File: config.mk
export PLATFORM = sky130hd
export DESIGN_NAME = reg_bank_dump_ctrl_flat
export DESIGN_NICKNAME = d
export VERILOG_FILES = /design/src/rtl/reg_bank_dump_ctrl_pkg.sv /design/src/rtl/reg_bank_dump_ctrl_if.sv /design/src/rtl/reg_bank_dump_ctrl_word_serializer.sv /design/src/rtl/reg_bank_dump_ctrl.sv /design/src/flat_wrapper.sv
export SDC_FILE = /design/constraint.sdc
export NUM_CORES = 1
export LEC_CHECK = 0
export ABC_AREA = 1
export CORE_ASPECT_RATIO = 0.9
export CORE_MARGIN = 1
export CORE_UTILIZATION = 44
export DETAILED_ROUTE_END_ITERATION = 6
export PLACE_DENSITY = 0.74
export RECOVER_POWER = 100
export SYNTH_ARGS = -nofsm -noshare
export SYNTH_HDL_FRONTEND = slang
export SYNTH_SLANG_ARGS = --single-unit
File: constraint.sdc
create_clock -name i_clock -period 1.3 [get_ports i_clock]
set_input_delay 0.13 -clock i_clock [delete_from_list [all_inputs] [get_ports i_clock]]
set_output_delay 0.13 -clock i_clock [all_outputs]
set_load 0.03 [all_outputs]
File: src/rtl/reg_bank_dump_ctrl_pkg.sv
// Shared definitions for the register-bank dump sequencer.
//   - dump_state_t   : sequencer state encoding (3 bits)
//   - bytes_per_word : number of TX bytes that make up one register word
//   - idx_width      : width of a counter over N items, never below 1 bit
package reg_bank_dump_ctrl_pkg;

  localparam int DATA_SIZE_DEF  = 32;
  localparam int ADDR_SIZE_DEF  = 5;
  localparam int BANK_DEPTH_DEF = 32;
  localparam int BYTE_SIZE_DEF  = 8;

  typedef enum logic [2:0] {
    ST_IDLE    = 3'd0,
    ST_READ    = 3'd1,
    ST_LATCH   = 3'd2,
    ST_SEND    = 3'd3,
    ST_WAIT_TX = 3'd4,
    ST_DONE    = 3'd5
  } dump_state_t;

  function automatic int bytes_per_word(input int data_size, input int byte_size);
    return data_size / byte_size;
  endfunction

  function automatic int idx_width(input int n);
    return (n > 1) ? $clog2(n) : 1;
  endfunction

  localparam int BYTES_PER_WORD = bytes_per_word(DATA_SIZE_DEF, BYTE_SIZE_DEF);

endpackage

File: src/rtl/reg_bank_dump_ctrl_if.sv
// Bus bundle between the dump sequencer, the register bank debug read port
// and the UART transmitter. Signal names are seen from the sequencer side.
//   o_bank_read_enable / o_bank_read_addr : bank debug read request
//   i_bank_data                           : bank data, valid 1 cycle after request
//   o_tx_start / o_tx_data                : byte launch to the UART TX
//   i_tx_busy / i_tx_done                 : UART TX status
//
// TX handshake: o_tx_start is a single-cycle pulse raised only while
// i_tx_busy is low; o_tx_data is valid in that cycle and stays unchanged
// until the TX answers with a single-cycle i_tx_done. Only one byte is ever
// outstanding; i_tx_done seen in any other phase carries no meaning.
interface reg_bank_dump_ctrl_if #(
  parameter int DATA_SIZE = 32,
  parameter int ADDR_SIZE = 5,
  parameter int BYTE_SIZE = 8
);
  logic                 o_bank_read_enable;
  logic [ADDR_SIZE-1:0] o_bank_read_addr;
  logic [DATA_SIZE-1:0] i_bank_data;
  logic                 i_tx_busy;
  logic                 i_tx_done;
  logic                 o_tx_start;
  logic [BYTE_SIZE-1:0] o_tx_data;

  // Sequencer side
  modport master (
    output o_bank_read_enable, o_bank_read_addr, o_tx_start, o_tx_data,
    input  i_bank_data, i_tx_busy, i_tx_done
  );

  // Bank + TX side
  modport slave (
    input  o_bank_read_enable, o_bank_read_addr, o_tx_start, o_tx_data,
    output i_bank_data, i_tx_busy, i_tx_done
  );
endinterface

File: src/rtl/reg_bank_dump_ctrl_word_serializer.sv
// Holds one captured register word and steps through it byte by byte,
// least-significant byte first.
//   i_clock, i_reset : clock, async active-low reset
//   load_i           : capture word_i and point at byte 0
//   advance_i        : move to the next byte
//   clear_i          : point back at byte 0 (has priority)
//   word_i           : word to capture
//   byte_o           : currently selected byte
//   last_o           : selected byte is the word's most-significant byte
module reg_bank_dump_ctrl_word_serializer
  import reg_bank_dump_ctrl_pkg::*;
#(
  parameter int DATA_SIZE = 32,
  parameter int BYTE_SIZE = 8
) (
  input  logic                 i_clock,
  input  logic                 i_reset,
  input  logic                 load_i,
  input  logic                 advance_i,
  input  logic                 clear_i,
  input  logic [DATA_SIZE-1:0] word_i,
  output logic [BYTE_SIZE-1:0] byte_o,
  output logic                 last_o
);

  localparam int BPW = bytes_per_word(DATA_SIZE, BYTE_SIZE);
  localparam int IW  = idx_width(BPW);

  // Packed as bytes so the byte mux is a plain index.
  logic [BPW-1:0][BYTE_SIZE-1:0] word_q, word_d;
  logic [IW-1:0]                 byte_idx_q, byte_idx_d;

  always_comb begin
    word_d     = word_q;
    byte_idx_d = byte_idx_q;
    if (clear_i) begin
      byte_idx_d = '0;
    end else if (load_i) begin
      word_d     = word_i;
      byte_idx_d = '0;
    end else if (advance_i) begin
      byte_idx_d = byte_idx_q + IW'(1);
    end
  end

  always_ff @(posedge i_clock or negedge i_reset) begin
    if (!i_reset) begin
      word_q     <= '0;
      byte_idx_q <= '0;
    end else begin
      word_q     <= word_d;
      byte_idx_q <= byte_idx_d;
    end
  end

  assign byte_o = word_q[byte_idx_q];
  assign last_o = (byte_idx_q == IW'(BPW - 1));

endmodule

File: src/rtl/reg_bank_dump_ctrl.sv
// Debug-unit sequencer that dumps the whole register bank over the UART TX
// while the pipeline is halted: read register, capture it, send its bytes
// LSB first, repeat for every address, then pulse o_done.
//   i_clock, i_reset : clock, async active-low reset
//   i_start          : dump request pulse (accepted only when idle and halted)
//   i_halted         : pipeline halted; dropping it mid-dump cancels the dump
//   i_abort          : cancel an in-progress dump
//   o_busy           : dump in progress (including the DONE cycle)
//   o_done           : one-cycle pulse when the last byte has been sent
//   o_state_dbg      : current sequencer state
//   bus              : bank read port and UART TX signals
module reg_bank_dump_ctrl
  import reg_bank_dump_ctrl_pkg::*;
#(
  parameter int DATA_SIZE  = 32,
  parameter int ADDR_SIZE  = 5,
  parameter int BANK_DEPTH = 32,
  parameter int BYTE_SIZE  = 8
) (
  input  logic        i_clock,
  input  logic        i_reset,
  input  logic        i_start,
  input  logic        i_halted,
  input  logic        i_abort,
  output logic        o_busy,
  output logic        o_done,
  output dump_state_t o_state_dbg,
  reg_bank_dump_ctrl_if.master bus
);

  localparam logic [ADDR_SIZE-1:0] LAST_REG = ADDR_SIZE'(BANK_DEPTH - 1);

  dump_state_t          state_q, state_d;
  logic [ADDR_SIZE-1:0] reg_idx_q, reg_idx_d;

  logic                 ser_load, ser_advance, ser_clear;
  logic [BYTE_SIZE-1:0] ser_byte;
  logic                 ser_last;
  logic                 cancel;

  reg_bank_dump_ctrl_word_serializer #(
    .DATA_SIZE (DATA_SIZE),
    .BYTE_SIZE (BYTE_SIZE)
  ) u_ser (
    .i_clock   (i_clock),
    .i_reset   (i_reset),
    .load_i    (ser_load),
    .advance_i (ser_advance),
    .clear_i   (ser_clear),
    .word_i    (bus.i_bank_data),
    .byte_o    (ser_byte),
    .last_o    (ser_last)
  );

  // Losing halt is handled exactly like an explicit abort.
  assign cancel = (state_q != ST_IDLE) && (i_abort || !i_halted);

  always_comb begin
    state_d     = state_q;
    reg_idx_d   = reg_idx_q;
    ser_load    = 1'b0;
    ser_advance = 1'b0;
    ser_clear   = 1'b0;

    case (state_q)
      ST_IDLE: begin
        if (i_start && i_halted) begin
          state_d   = ST_READ;
          reg_idx_d = '0;
        end
      end
      ST_READ:  state_d = ST_LATCH;
      ST_LATCH: begin
        // Bank data for the READ-cycle request is present now.
        ser_load = 1'b1;
        state_d  = ST_SEND;
      end
      ST_SEND: begin
        if (!bus.i_tx_busy) state_d = ST_WAIT_TX;
      end
      ST_WAIT_TX: begin
        if (bus.i_tx_done) begin
          if (!ser_last) begin
            ser_advance = 1'b1;
            state_d     = ST_SEND;
          end else if (reg_idx_q < LAST_REG) begin
            reg_idx_d = reg_idx_q + ADDR_SIZE'(1);
            state_d   = ST_READ;
          end else begin
            state_d = ST_DONE;
          end
        end
      end
      ST_DONE:  state_d = ST_IDLE;
      default:  state_d = ST_IDLE;
    endcase

    // Cancel overrides everything, including a coincident i_tx_done.
    if (cancel) begin
      state_d     = ST_IDLE;
      reg_idx_d   = '0;
      ser_load    = 1'b0;
      ser_advance = 1'b0;
      ser_clear   = 1'b1;
    end
  end

  always_ff @(posedge i_clock or negedge i_reset) begin
    if (!i_reset) begin
      state_q   <= ST_IDLE;
      reg_idx_q <= '0;
    end else begin
      state_q   <= state_d;
      reg_idx_q <= reg_idx_d;
    end
  end

  always_comb begin
    bus.o_bank_read_enable = (state_q == ST_READ);
    bus.o_bank_read_addr   = (state_q == ST_IDLE) ? '0 : reg_idx_q;
    // Never launch a byte in a cycle that is being cancelled.
    bus.o_tx_start         = (state_q == ST_SEND) && !bus.i_tx_busy && !cancel;
    bus.o_tx_data          = ((state_q == ST_SEND) || (state_q == ST_WAIT_TX)) ?
                             ser_byte : '0;
    o_busy                 = (state_q != ST_IDLE);
    o_done                 = (state_q == ST_DONE) && !cancel;
    o_state_dbg            = state_q;
  end

endmodule

File: src/flat_wrapper.sv
// flat-port wrapper written by rule: the top's interface ports become plain ports
module reg_bank_dump_ctrl_flat import reg_bank_dump_ctrl_pkg::*;
#(
  parameter int DATA_SIZE  = 32,
  parameter int ADDR_SIZE  = 5,
  parameter int BANK_DEPTH = 32,
  parameter int BYTE_SIZE  = 8
)
  (i_clock, i_reset, i_start, i_halted, i_abort, o_busy, o_done, o_state_dbg, bus_o_bank_read_enable, bus_o_bank_read_addr, bus_o_tx_start, bus_o_tx_data, bus_i_bank_data, bus_i_tx_busy, bus_i_tx_done);
  reg_bank_dump_ctrl_if #(.DATA_SIZE(DATA_SIZE), .ADDR_SIZE(ADDR_SIZE), .BYTE_SIZE(BYTE_SIZE)) bus_i ();
  input  logic i_clock;
  input  logic i_reset;
  input  logic i_start;
  input  logic i_halted;
  input  logic i_abort;
  output logic o_busy;
  output logic o_done;
  output dump_state_t o_state_dbg;
  output wire logic [$bits(bus_i.o_bank_read_enable)-1:0] bus_o_bank_read_enable;
  output wire logic [$bits(bus_i.o_bank_read_addr)-1:0] bus_o_bank_read_addr;
  output wire logic [$bits(bus_i.o_tx_start)-1:0] bus_o_tx_start;
  output wire logic [$bits(bus_i.o_tx_data)-1:0] bus_o_tx_data;
  input wire logic [$bits(bus_i.i_bank_data)-1:0] bus_i_bank_data;
  input wire logic [$bits(bus_i.i_tx_busy)-1:0] bus_i_tx_busy;
  input wire logic [$bits(bus_i.i_tx_done)-1:0] bus_i_tx_done;
  assign bus_o_bank_read_enable = bus_i.o_bank_read_enable;
  assign bus_o_bank_read_addr = bus_i.o_bank_read_addr;
  assign bus_o_tx_start = bus_i.o_tx_start;
  assign bus_o_tx_data = bus_i.o_tx_data;
  assign bus_i.i_bank_data = bus_i_bank_data;
  assign bus_i.i_tx_busy = bus_i_tx_busy;
  assign bus_i.i_tx_done = bus_i_tx_done;
  reg_bank_dump_ctrl #(.DATA_SIZE(DATA_SIZE), .ADDR_SIZE(ADDR_SIZE), .BANK_DEPTH(BANK_DEPTH), .BYTE_SIZE(BYTE_SIZE)) u_core (.i_clock(i_clock), .i_reset(i_reset), .i_start(i_start), .i_halted(i_halted), .i_abort(i_abort), .o_busy(o_busy), .o_done(o_done), .o_state_dbg(o_state_dbg), .bus(bus_i));
endmodule
# Word level (Yosys, flattened, before mapping)
# Index checks and enable logic that the tools add are counted.
# totals
regBits,42
latchBits,0
ram_bits,0
mem_bits_ro,0
input_bits,39
output_inout_bits,20
elab_cells,67
n_memories,0
# classes
add_sub_neg,2
n_mul,0
div,0
magnitude_cmp,2
eq_ne,11
shifts,0
n_mux,27
bitwise,1
n_reduce_logical,17
# ops
operator,n
$mux W5,6
$mux W3,6
$bmux W8 S2,1
$mux W8,2
$pmux W3 S5,1
$pmux W5 S2,1
$ne A3 B1 Y1 const B,3
$reduce_bool A3 Y1,3
$mux W1,7
$eq A3 B2 Y1 const B,2
$eq A3 B3 Y1 const B,2
$mux W2,3
$ne A3 B2 Y1 const B,2
$add A5 B1 Y5 const B,1
$logic_and A1 B1 Y1,5
$lt A5 B5 Y1 const B,1
$reduce_and A5 Y1,1
$eq A3 B1 Y1 const B,1
$logic_not A1 Y1,3
$logic_not A3 Y1,1
$lt A2 B3 Y1 const B,1
$reduce_and A3 Y1,1
$add A2 B1 Y2 const B,1
$eq A2 B2 Y1 const B,1
other kinds (3),4

# Longest topological paths before layout
# logic_depth
ltp_word,8
depth_mapped,9
mapped_depth_nobuf,9

# Cells and area by module
# From an unflattened synthesis, not the netlist that was laid out.
# hier_totals
hier_cells,364
area_unflattened_um2,2502.4
# by_module_without_submodules
module,instances,cells_per_inst,area_per_inst_um2,seq_area_each_um2
reg_bank_dump_ctrl_word_serializer,1,245,1766.7,850.8
reg_bank_dump_ctrl,1,119,735.7,200.2

# Worst setup path before layout
# No wires, ideal clock.
# synth_timing
path_type,flip-flop to output port
startpoint,register u_core.state_q[0] (netlist: u_core.o_state_dbg[0])
endpoint,output port o_done
arrival_ns,1.741
required_time_ns,1.170
slack_ns,-0.571
path_stages_with_launch,3
n_path_buf,0
cell_sequence,dfrtp_1 inv_2 nor4_1
# synth_between
elab_chain_cells,4
elab_cells_between_ends,5
classes_between,eq/ne: 1; reduce/logical: 4
# synth_lines
element,line_no,rtl
from (decl),reg_bank_dump_ctrl.sv:33,"dump_state_t state_q, state_d;"
from (signal assigned),reg_bank_dump_ctrl.sv:113,state_q <= state_d;
$reduce_bool A3 Y1,reg_bank_dump_ctrl.sv:56,assign cancel = (state_q != ST_IDLE) && (i_abort || !i_halted);
$logic_and A1 B1 Y1,reg_bank_dump_ctrl.sv:56,
$logic_not A1 Y1,reg_bank_dump_ctrl.sv:126,o_done = (state_q == ST_DONE) && !cancel;
$logic_and A1 B1 Y1 *,reg_bank_dump_ctrl.sv:126,
to (decl),flat_wrapper.sv:17,output logic o_done;
# Every way passes the cells marked *; elsewhere a longest branch is shown, timed or not.

# Worst setup path after layout
# layout_timing
startpoint,register u_core.u_ser.byte_idx_q[0]
endpoint,output port bus_o_tx_data[1]
# layout_between
elab_chain_cells,3
# layout_lines
element,line_no,rtl
from (decl),reg_bank_dump_ctrl_word_serializer.sv:31,"logic [IW-1:0] byte_idx_q, byte_idx_d;"
from (signal assigned),reg_bank_dump_ctrl_word_serializer.sv:52,byte_idx_q <= byte_idx_d;
$bmux W8 S2,reg_bank_dump_ctrl_word_serializer.sv:56,assign byte_o = word_q[byte_idx_q];
$mux W8 (implied by the code),reg_bank_dump_ctrl_word_serializer.sv:56,
$mux W8,reg_bank_dump_ctrl.sv:123,bus.o_tx_data = ((state_q == ST_SEND) || (state_q == ST_WAIT_TX)) ?
to (decl),flat_wrapper.sv:22,output wire logic [$bits(bus_i.o_tx_data)-1:0] bus_o_tx_data;
# Every way passes these cells. The select of a mux whose other input is x is not followed.

==> key figures <==
Critical path
  – Critical path class: flip-flop to output pin
  – Most Frequent Cell on Critical Path: buf_6
  – Critical path buffers and inverters: 4
  – Crit path max fanout: 10
  – CP peak stage delay: 0.41 ns
  – Critical Path AT: 1.63 ns
  – Crit path cell chain: buf_6 > clkinvlp_4 > buf_6 > o21ai_2 > a21oi_4 > buf_6
  – CP max stage cell: dfrtp_1
  – Worst path top cell family by delay: buffers and inverters
  – WP data required: 1.17 ns
  – Crit path capture type: output pin
  – Critical path launch point type: flip-flop

Synthesis
  – Asr flop ratio synth: 1.00
  – Synth top cells by count: nand2_1 (52), nor2_1 (47), inv_1 (44)
  – Cell Area, Synth: 2310 µm²
  – Top cells by area, synth: dfrtp_1 (45%), o21ai_0 (9.3%), nand2_1 (8.4%)
  – Mapped Cells: 303
  – Register area share after synthesis: 0.455
  – Netlist cell types: 28
  – Synthesis Warnings: 0
  – Number of synthesized flops with an enable pin: 0
  – Synth Area per Inst: 7.63 µm²
  – Top-area cell type share of the netlist area: 0.455
  – Seq cells post-synth: 42
  – Predominant post-synthesis flop cell: dfrtp_1
  – Area leader, netlist: dfrtp_1
  – Syn nets: 344
  – Top-count cell post-synth: nand2_1

Run status
  – Violated checks: design-rule violations, negative setup slack
  – Outcome: complete, but fails checks

Placed design
  – Gpl congestion: 0.822
  – Place WS: -0.652 ns
  – Placed Area: 3330 µm²
  – IO buf count: 58
  – HPWL Detailed: 4250 µm

Timing
  – Final setup vio count: 60
  – Least-Margin Pin Slew: 0.574 ns
  – Crit share post-route: 1.35
  – Worst clock skew: 0.00772 ns
  – Relative slew margins: 0.617
  – Final Hold Fails: 0
  – Min Tclk post-route: 1.76 ns
  – Fin. max-slew vios: 0
  – Fin worst setup slack: -0.455 ns
  – RSZ-0062 raised after global routing: true
  – Hold_ws: 0.362 ns
  – F_max: 0.570 GHz

Clock network
  – Clk Latency, worst-skew pair: 0.30 ns
  – H-tree depth: 2
  – TritonCTS clock tree: yes
  – Num CTS Buffers: 5
  – Clock Path Buffers: 2
  – CTS root buffer: clkbuf_8
  – Clock-pin slew on the worst setup and hold paths: 0.09 ns
  – # clock sinks: 42

Pwr
  – Leakage: 2.02 nW
  – PD cells: 1740 nW/µm²
  – Max VDD drop: 0.00183 V

Floorplan
  – Die width: 78.4 µm
  – Starting Density: 0.466
  – # rows: 24
  – Die area: 5550 µm²
  – I/O pin cnt: 59
  – Die Y: 70.8 µm
  – Core Box Area: 4950 µm²

Drt
  – DRC Markers: 2
  – Final WL: 10,800 µm
  – Vias per cell: 5.91
  – Wire per inst: 22.2 µm
  – ANT nets after route: 0
  – DRT Pass-1 Iters: 7
  – Vias: 2,862
  – Initial detailed-routing violation count: 396

Final layout
  – Share of layout cells above drive strength 1: 0.547
  – Nets@finish: 459
  – N_diodes: 0
  – Area Overhead vs Synth: 89.3%
  – Post-layout util: 0.883
  – Finished Cell Area: 4370 µm²

Global route
  – Initial antenna violation count: 0
  – First-pass GRT wire length: 12,200 µm
  – Total track usage: 0.293
  – Remaining global-route overflow: 0
  – Largest net degree at the start of global routing: 43
  – Number of global-route vias before repair: 2,429

Flow run
  – Number of max-cap violations: 0

Hold path
  – Hold Path Class: input port to flip-flop
-- stage by stage --
stage	power [W]	setup TNS, ns	cells
floorplan	0.00346	-1.30	303
global placement	0.00437	-10.37	449
detailed placement	0.00443	-11.52	449
CTS	0.00630	-8.93	475
global route	0.00787	-14.77	484
finish	0.00759	-12.68	484
-- worst reg2reg max path, delay by kind of cell (launching register included) --
kind / cells / cell delay, ns
and+or+nand+nor: 8 / 0.74
DFF: 1 / 0.46
buffers and inverters: 3 / 0.34
-- routing by layer --
metal  part of all wire  up-vias  global-route usage
met5                  0        -                   0
met4              0.043        0               0.101
met3              0.093       54              0.0529
met2               0.47      241               0.479
met1               0.39     1380               0.394
li1                   -     1187                   -
-- cells by family after synthesis --
group / count (synthesis) / synth area share
compound gates: 64 / 0.142
xor+xnor: 2 / 0.00758
fa+ha+maj: 2 / 0.0108
buf+inv: 62 / 0.105
flops: 42 / 0.455
simple gates: 131 / 0.280
-- power breakdown --
group / internal [W] / switching, W / leakage (nW) / total [W]
sequential: 0.00181 / 0.000656 / 0.543 / 0.00246
combinational: 0.00175 / 0.00208 / 1.41 / 0.00383
clock: 0.000820 / 0.000479 / 0.0714 / 0.00130
-- area by class of cell --
cell class / instances / area (µm²)
tap: 65 / 81.3
timing repair buffer: 118 / 1280
inverter: 52 / 213
fill: 211 / 581
multi-input combinational: 199 / 1600
clock buffer: 6 / 82.6
sequential: 42 / 1050
clock inverter: 2 / 60.1
-- worst paths after layout --
kind                       cells after the start  slack [ns]                             endpoint                                    from
max in group asynchronous                      3        0.41    u_core.o_state_dbg[0]$_DFFE_PN0P_                                 i_reset
setup / recovery                               6       -0.46                     bus_o_tx_data[1]  u_core.u_ser.byte_idx_q[0]$_DFFE_PN0P_
min in group asynchronous                      3        0.47   u_core.u_ser.word_q[0]$_DFFE_PN0P_                                 i_reset
setup reg to reg                              11       -0.31      u_core.reg_idx_q[0]$_DFFE_PN0P_       u_core.o_state_dbg[1]$_DFFE_PN0P_
hold / removal                                 3        0.36   u_core.u_ser.word_q[1]$_DFFE_PN0P_                      bus_i_bank_data[1]
hold reg to reg                                2        0.53  u_core.u_ser.word_q[16]$_DFFE_PN0P_     u_core.u_ser.word_q[16]$_DFFE_PN0P_
-- flip-flops by register name (all words and copies together) (netlist names) --
signal	count
u_core.o_state_dbg	3
u_core.u_ser.byte_idx_q	2
u_core.reg_idx_q	5
u_core.u_ser.word_q	32
-- cells in the final DEF, fill, tap and decap left out, drive strengths merged, types with 2 or more instances in the layout --
master | synthesis | routed
buf | 6 | 75
a21oi | 10 | 10
nand3 | 14 | 14
inv | 51 | 50
clkdlybuf4s50 | 0 | 35
xor2 | 2 | 2
dfrtp | 42 | 42
nand4 | 4 | 4
nor2 | 51 | 51
bufinv | 0 | 2
nand2 | 60 | 60
ha | 2 | 2
o21ai | 51 | 51
dlygate4sd2 | 0 | 2
clkbuf | 4 | 11
-- timing repair --
action	in CTS	in global routing
gates resized for setup	149	137
hold endpoints to repair	42	0
cloned	3	4
pin swaps	11	27
hold buffers	1	0
endpoints found under the setup margin	29	60
setup buffers	16	10
Power figures use the tool's default switching activity.
